===== config.mk =====
export PLATFORM = sky130hd
export DESIGN_NAME = demux_4
export DESIGN_NICKNAME = d
export VERILOG_FILES = /design/src/rtl/demux_4.sv
export SDC_FILE = /design/constraint.sdc
export NUM_CORES = 1
export LEC_CHECK = 0
export CAP_MARGIN = 20
export CORE_AREA = 8 8 70 72
export DETAILED_ROUTE_END_ITERATION = 6
export DIE_AREA = 0 0 78 80
export PLACE_DENSITY = 0.65
export SYNTH_ARGS = -nofsm -noshare
export SYNTH_HDL_FRONTEND = slang
export SYNTH_SLANG_ARGS = --single-unit

===== constraint.sdc =====
create_clock -name clk -period 4.7 [get_ports clk]
set_clock_uncertainty 0.1 [all_clocks]
set_input_delay 0.47 -clock clk [delete_from_list [all_inputs] [get_ports clk]]
set_output_delay 0.47 -clock clk [all_outputs]
set_load 0.005 [all_outputs]

===== src/rtl/demux_4.sv =====
// demux_4: 1-to-4 router with a one-word holding register and per-output delivery counters
module demux_4 #(
    parameter int DATA_WIDTH = 4,
    parameter int CNT_WIDTH  = 4
) (
    input  logic                  clk,
    input  logic                  reset,
    input  logic                  enb,
    input  logic [DATA_WIDTH-1:0] entrada_demux,
    input  logic                  valido_entrada,
    input  logic [1:0]            selector_demux,
    input  logic [3:0]            lleno_salida,
    output logic                  listo_entrada,
    output logic [DATA_WIDTH-1:0] salida0_demux,
    output logic [DATA_WIDTH-1:0] salida1_demux,
    output logic [DATA_WIDTH-1:0] salida2_demux,
    output logic [DATA_WIDTH-1:0] salida3_demux,
    output logic [3:0]            push_salida,
    output logic [CNT_WIDTH-1:0]  cuenta0_salida,
    output logic [CNT_WIDTH-1:0]  cuenta1_salida,
    output logic [CNT_WIDTH-1:0]  cuenta2_salida,
    output logic [CNT_WIDTH-1:0]  cuenta3_salida
);
    typedef enum logic {VACIO, LLENO} estado_t;
    estado_t               estado;
    logic [DATA_WIDTH-1:0] dato_reg;
    logic [1:0]            sel_reg;
    logic [CNT_WIDTH-1:0]  cuenta [4];
    logic                  ocupado, activo, acepta;
    assign ocupado = estado == LLENO;
    // reset masks the outputs so they already show the cleared state during the reset cycle
    assign activo        = enb && !reset && ocupado;
    assign push_salida   = activo ? ~lleno_salida & (4'b0001 << sel_reg) : 4'b0000;
    assign listo_entrada = enb && (reset || !ocupado || |push_salida);
    assign acepta        = valido_entrada && listo_entrada;
    assign salida0_demux = (activo && sel_reg == 2'd0) ? dato_reg : '0;
    assign salida1_demux = (activo && sel_reg == 2'd1) ? dato_reg : '0;
    assign salida2_demux = (activo && sel_reg == 2'd2) ? dato_reg : '0;
    assign salida3_demux = (activo && sel_reg == 2'd3) ? dato_reg : '0;
    assign cuenta0_salida = cuenta[0];
    assign cuenta1_salida = cuenta[1];
    assign cuenta2_salida = cuenta[2];
    assign cuenta3_salida = cuenta[3];
    always_ff @(posedge clk) begin
        if (reset) begin
            estado   <= VACIO;
            dato_reg <= '0;
            sel_reg  <= '0;
            for (int i = 0; i < 4; i++) cuenta[i] <= '0;
        end else if (enb) begin
            if (acepta) begin
                dato_reg <= entrada_demux;
                sel_reg  <= selector_demux;
                estado   <= LLENO;
            end else if (|push_salida) begin
                estado <= VACIO;
            end
            for (int i = 0; i < 4; i++)
                if (push_salida[i]) cuenta[i] <= cuenta[i] + CNT_WIDTH'(1);
        end
    end
endmodule


==> summary.txt, run 1 <==
Critical path
  • Crit path cell chain: clkdlybuf4s50_1 > nand2b_4 > or4b_1 > inv_1 > clkdlybuf4s50_1
  • Critical path depth: 5
  • Worst setup EP type: output port
  • Buf+Inv Stages, Crit Path: 3
  • CP Data Arrival Time: 2.34 ns
  • Critical-path top delay cell: clkdlybuf4s50_1
  • FF-to-FF path depth: 2
  • Critical path launch point type: primary input
  • Critical path peak fanout: 6
  • Critical path type: in2out
  • Worst path most repeated cell: clkdlybuf4s50_1
  • Dominant delay contributor by cell family on the critical path: buffers and inverters
  • CP peak stage delay: 0.58 ns
  • Req. time, crit path: 4.13 ns

Timing
  • Period minus WS final: a little under 3 ns
  • Pins Over Slew Limit: 0
  • Rel. slew slack: 0.6870
  • Hold violation total from the final report: 0
  • Final setup viols: 0
  • FMAX: 0.3438 GHz
  • RSZ-0062 raised after global routing: no
  • Sum of negative setup slack: 0 ns
  • Tcrit/Tclk final: 0.6188
  • Worst-Margin Slew: between 0.4 and 0.5 ns

Synthesis
  • Yosys Warn Count: 0
  • Mapped Nets: about 140
  • Largest area contributor in the netlist: edfxtp_1
  • Top-area cell type share of the netlist area: 0.3717
  • Syn avg cell area: 10.26 µm²
  • Cells after Synth: 126
  • Largest cells by area after synthesis: edfxtp_1, dfxtp_1, and2_1, mux2i_1, nand2_1
  • #FFs+latches synth: 23
  • Library cells used by synthesis: 28
  • Sequential area share after synthesis: 0.4802
  • Area of the mapped netlist: 1292 µm²

Placement
  • RD Place Congestion: 0.8031
  • Input/output buffers: 50
  • Placement Cell Area: 1832 µm²
  • Post-DP HPWL: 2.621 mm
  • Cell count after placement: 222

Floorplanning
  • Die width: 78 µm
  • IO Pins: 51
  • Placeable Area: 3856 µm²
  • Die Ht: 80 µm
  • Full die area: 6240 µm²
  • Row count: 23
  • Initial core utilization: 0.3352

Global routing
  • Antenna violations before repair: 0
  • First-pass GRT wire length: approximately 5.5 mm
  • GR Util All Layers: 0.1078
  • Number of global-route vias before repair: 1130
  • Largest net degree at the start of global routing: 18
  • GRT overflow: 0

Detailed routing
  • Vias per cell: 4.575
  • First drt pass iteration count: 4
  • Final ANT Viol Nets: 0
  • Vias after detailed routing: 1034
  • DRC Markers: 0
  • Final wirelength: 3.187 mm
  • Initial DRC count: 31
  • DR WL/cell: 14.10 µm

Power and ir drop
  • P per Cell Area: around 220 nW/µm²
  • Maximum vdd drop: 81.80 µV
  • Leak: about 0.72 nW

Clocking
  • H-tree levels: 1
  • CTS root buffer: clkbuf_8
  • Post_cts resized: 0
  • TritonCTS Buffers: 3
  • Reg clk slew, reported paths: 0.08 ns
  • TritonCTS clock tree: yes
  • CTS Hold Buffers Added: 0
  • Clock Latency Late Sink: 0.25 ns
  • CTS Buffer Depth: 2
  • Sink Count: 23
  • Post-CTS setup-driven buffer insertion count: 0

Finish
  • Final Cell Area: 1877 µm²
  • Non-Filler Instances: about 230
  • Commonest non-fill, non-tap cell in the layout: clkdlybuf4s50_1
  • Post-layout net count: 195
  • Most frequent cells in the layout: clkdlybuf4s50_1, and2_1, nand2_1
  • Ant. Diodes: 0
  • Max FFs per register: 16
  • Ratio of cells with drive above 1 in the final layout: 0.06250
  • Area Growth Syn to Fin: 45.21%

Worst hold path
  • Min-delay worst type: reg2reg
  • Worst hold path cell count: 2

Run status
  • Status: finished, final reports clean

Flow run
  • Max Cap Viol: 0
worst min-delay path, delay by kind of cell, from the launching register on:
| kind | cells | cell delay, ns |
|---|---|---|
| DFF | 1 | 0.33 |
| muxes | 1 | 0.05 |
| and+or+nand+nor | 1 | 0.06 |
final timing paths:
check         startpoint             end  slack, ns
max reg2reg   sel_reg[1]    cuenta[2][3]       2.96
max                  enb  push_salida[2]       1.79
min          dato_reg[0]     dato_reg[0]       0.39
min reg2reg  dato_reg[0]     dato_reg[0]       0.39
cells in the mapped netlist, drive strengths merged:
cell type	count
o221a	1
xor2	4
nand3b	1
mux4	1
nand3	4
or4b	2
mux2i	8
nand2	18
and2	20
nand2b	2
inv	6
xnor2	4
o22ai	1
nor2	15
edfxtp	16
ha	4
dfxtp	7
nor3	2
a21oi	2
buf	4
clkinv	1
o21ai	1
or4	2
final cells by class:
class                   count  area, µm²
fillers                   388       1979
multi-input cells          92      621.8
flip-flops and latches     23      620.6
repair buffers             50      500.5
well taps                  50      62.56
clock buffers               4      45.04
inverters                   7      26.28
metrics by stage:
stage,hold WS [ns],setup slack [ns],power [mW],util
after floorplan,0.3554,2.866,0.2611,-
after global placement,0.3668,1.827,0.2896,0.4750
after detailed placement,0.3801,1.780,0.2917,0.4750
after CTS,0.3896,1.782,0.4088,0.4867
after global routing,0.4180,1.711,0.4280,0.4867
final,0.3885,1.792,0.4038,0.4867
report_power, final:
part | internal [mW] | switching (mW) | total (mW) | leakage (nW)
logic | 0.0314 | 0.0216 | 0.0530 | 0.474
registers | 0.224 | 0.00891 | 0.233 | 0.223
clock network | 0.0602 | 0.0574 | 0.118 | 0.0228
cell families (layout without fill, tap and decap cells):
logic type | count (synthesis) | count (layout) | share of synthesized area
AND/OR/NAND/NOR | 66 | 66 | 0.2807
flip-flops | 23 | 23 | 0.4802
buffers and inverters | 11 | 61 | 0.03871
multiplexers | 9 | 9 | 0.08229
XOR/XNOR | 8 | 8 | 0.05421
AO/OA/AOI/OAI | 5 | 5 | 0.02517
adder cells (fa/ha/maj) | 4 | 4 | 0.03872
layer usage:
layer | vias to the layer above | global-route usage | wire length (µm)
met2 | 29 | 0.1846 | 1555
met3 | 2 | 0.04955 | 267
met5 | - | 0 | 0
li1 | 524 | - | -
met1 | 479 | 0.1164 | 1339
met4 | 0 | 0.03333 | 25
Note: power is estimated with default switching activity, not from simulation.
==> inputs of run 2 (changes only) <==
==> constraint.sdc (replaced) <==
create_clock -name clk -period 2.8 [get_ports clk]
set_clock_uncertainty 0.1 [all_clocks]
set_input_delay 0.28 -clock clk [delete_from_list [all_inputs] [get_ports clk]]
set_output_delay 0.28 -clock clk [all_outputs]
set_load 0.005 [all_outputs]
==> summary.txt, run 2 (synthesis results as in run 1) <==
Critical path
  • Req. time, crit path: 2.42 ns (was 4.13 ns)
  • Critical path peak fanout: 6 (unchanged)
  • Reg2Reg Launch Point: sel_reg[1] (unchanged)
  • FF-to-FF path depth: 2 (unchanged)
  • Reg-to-Reg End: cuenta[2][3] (unchanged)
  • Worst setup EP type: output port (unchanged)
  • FF-to-FF setup slack: 1.06 ns (was 2.96 ns)
  • CP Data Arrival Time: 2.12 ns (was 2.34 ns)
  • Critical path launch point type: primary input (unchanged)
  • Critical path type: in2out (unchanged)
  • Critical Path Source: enb (unchanged)

Clocking
  • Clock Latency Late Sink: 0.25 ns (about the same)
  • TritonCTS clock tree: yes (unchanged)
  • Sink Count: 23 (unchanged)
  • Post-CTS setup-driven buffer insertion count: 0 (unchanged)
  • TritonCTS Buffers: 3 (unchanged)
  • Post_cts resized: 0 (unchanged)
  • CTS Hold Buffers Added: 0 (unchanged)
  • H-tree levels: 1 (unchanged)
  • CTS root buffer: clkbuf_8 (unchanged)
  • CTS Buffer Depth: 2 (unchanged)
  • Reg clk slew, reported paths: 0.08 ns (about the same)

Global routing
  • Antenna violations before repair: 0 (unchanged)
  • GR Util All Layers: 0.1055 (was 0.1078)
  • First-pass GRT wire length: 5.444 mm (was 5.506 mm)
  • Largest net degree at the start of global routing: 17 (was 18)
  • Number of global-route vias before repair: 1154 (was 1130)
  • GRT overflow: 0 (unchanged)

Finish
  • Post-layout net count: 196 (was 195)
  • Max FFs per register: 16 (unchanged)
  • Area Growth Syn to Fin: 45.79% (was 45.21%)
  • Ant. Diodes: 0 (unchanged)
  • Ratio of cells with drive above 1 in the final layout: 0.06780 (was 0.06250)
  • Commonest non-fill, non-tap cell in the layout: clkdlybuf4s50_1 (unchanged)
  • Non-Filler Instances: 227 (was 226)
  • Most frequent cells in the layout: clkdlybuf4s50_1, and2_1, nand2_1 (unchanged)
  • Number of fill cells: 370 (was 388)

Timing
  • Final WS setup: 0.2962 ns (was 1.792 ns)
  • Tcrit/Tclk final: 0.8942
  • Sum of negative setup slack: 0 ns (unchanged)
  • Hold violation total from the final report: 0 (unchanged)
  • RSZ-0062 raised after global routing: no (unchanged)
  • FMAX: 0.3994 GHz
  • Period minus WS final: 2.504 ns
  • Rel. slew slack: 0.7380 (was 0.6870)
  • Worst-Margin Slew: 0.3900 ns (was 0.4666 ns)
  • Pins Over Slew Limit: 0 (unchanged)
  • Final setup viols: 0 (unchanged)

Placement
  • Pre-CTS setup slack: 0.2873 ns (was 1.780 ns)
  • Input/output buffers: 50 (unchanged)
  • RD Place Congestion: 0.8072 (was 0.8031)
  • Post-DP HPWL: 2.605 mm (was 2.621 mm)
  • Cell count after placement: 223 (was 222)

Detailed routing
  • Final ANT Viol Nets: 0 (unchanged)
  • Vias after detailed routing: 1041 (was 1034)
  • Final wirelength: 3.096 mm (was 3.187 mm)
  • First drt pass iteration count: 4 (unchanged)
  • DRC Markers: 0 (unchanged)
  • Vias per cell: 4.586 (was 4.575)
  • DR WL/cell: 13.64 µm (was 14.10 µm)
  • Initial DRC count: 42 (was 31)

Power and ir drop
  • Maximum vdd drop: 162.9 µV (was 81.80 µV)
  • Switching power: 147.5 µW (was 87.87 µW)
  • Clock share of power: 0.290 (was 0.291)
  • Cell Int Power: 531.4 µW (was 316.0 µW)
  • Leak: 0.7239 nW (was 0.7191 nW)
  • Comb pwr share: 0.133 (was 0.131)
  • P per Cell Area: 360.3 nW/µm² (was 215.2 nW/µm²)
  • Sw Share: 0.2173 (was 0.2176)
  • Total power: 679.0 µW (was 403.8 µW)
  • Reg power frac: 0.576 (was 0.578)

Worst hold path
  • Min-delay worst type: reg2reg (unchanged)
  • Hold EP: dato_reg[1] (was dato_reg[0])
  • Worst hold path cell count: 2 (unchanged)
  • Hold Crit Start: dato_reg[1] (was dato_reg[0])

Floorplanning
  • Initial core utilization: 0.3352 (unchanged)
  • Die width: 78 µm (unchanged)
  • Row count: 23 (unchanged)
  • IO Pins: 51 (unchanged)
  • Full die area: 6240 µm² (unchanged)
  • Placeable Area: 3856 µm² (unchanged)
  • Die Ht: 80 µm (unchanged)

Flow run
  • Max Cap Viol: 0 (unchanged)

Run status
  • Status: finished, final reports clean (unchanged)
[run 2: cell types whose count changed in the layout (fill, tap and decap cells not counted), sizes merged]
| cell | before | now |
|---|---|---|
| buf | 0 | 1 |
[run 2: layout make-up]
class | instances | area, µm² | area share
tap | 50 | 62.56 | 0.03320
sequential | 23 | 620.6 | 0.3293
inverter | 7 | 26.28 | 0.01394
timing repair buffer | 51 | 508.0 | 0.2696
clock buffer | 4 | 45.04 | 0.02390
multi-input combinational | 92 | 621.8 | 0.3300
[run 2: per-stage QoR]
stage / hold WS [ns] / utilization / cell area, µm²
2_1_floorplan: 0.2491 / - / 1292
3_3_place_gp: 0.3659 / 0.4770 / 1839
3_5_place_dp: 0.3879 / 0.4770 / 1839
4_1_cts: 0.3997 / 0.4886 / 1884
5_1_grt: 0.4190 / 0.4886 / 1884
6_report: 0.3905 / 0.4886 / 1884
[run 2: worst max path at each step]
stage / end / cells past startpoint / slack, ns
6_report: push_salida[2] / 5 / 0.30
5_1_grt: push_salida[2] / 5 / 0.21
4_1_cts: push_salida[2] / 5 / 0.28
3_5_place_dp: push_salida[2] / 5 / 0.29
3_3_place_gp: push_salida[2] / 5 / 0.31
2_1_floorplan: cuenta[2][0] / 4 / 1.16
[run 2: worst max-delay path, cell delays in order]
cell and delay (ns):
clkdlybuf4s50_1 0.58, nand2b_4 0.11, or4b_1 0.57, inv_1 0.08, clkdlybuf4s50_1 0.50
[run 2: power by group through the flow]
stage / clock [mW] / sequential [mW] / combinational (mW)
6_report: 0.197 / 0.391 / 0.0906
5_1_grt: 0.219 / 0.395 / 0.100
4_1_cts: 0.206 / 0.392 / 0.0921
3_5_place_dp: 0 / 0.400 / 0.0915
3_3_place_gp: 0 / 0.398 / 0.0888
2_1_floorplan: 0 / 0.396 / 0.0423
[run 2: layer usage]
metal / global-route usage / vias up / routed length (µm)
met5: 0 / - / 0
li1: - / 526 / -
met3: 0.03941 / 2 / 225
met4: 0.03704 / 0 / 24
met2: 0.1796 / 31 / 1536
met1: 0.1185 / 482 / 1310
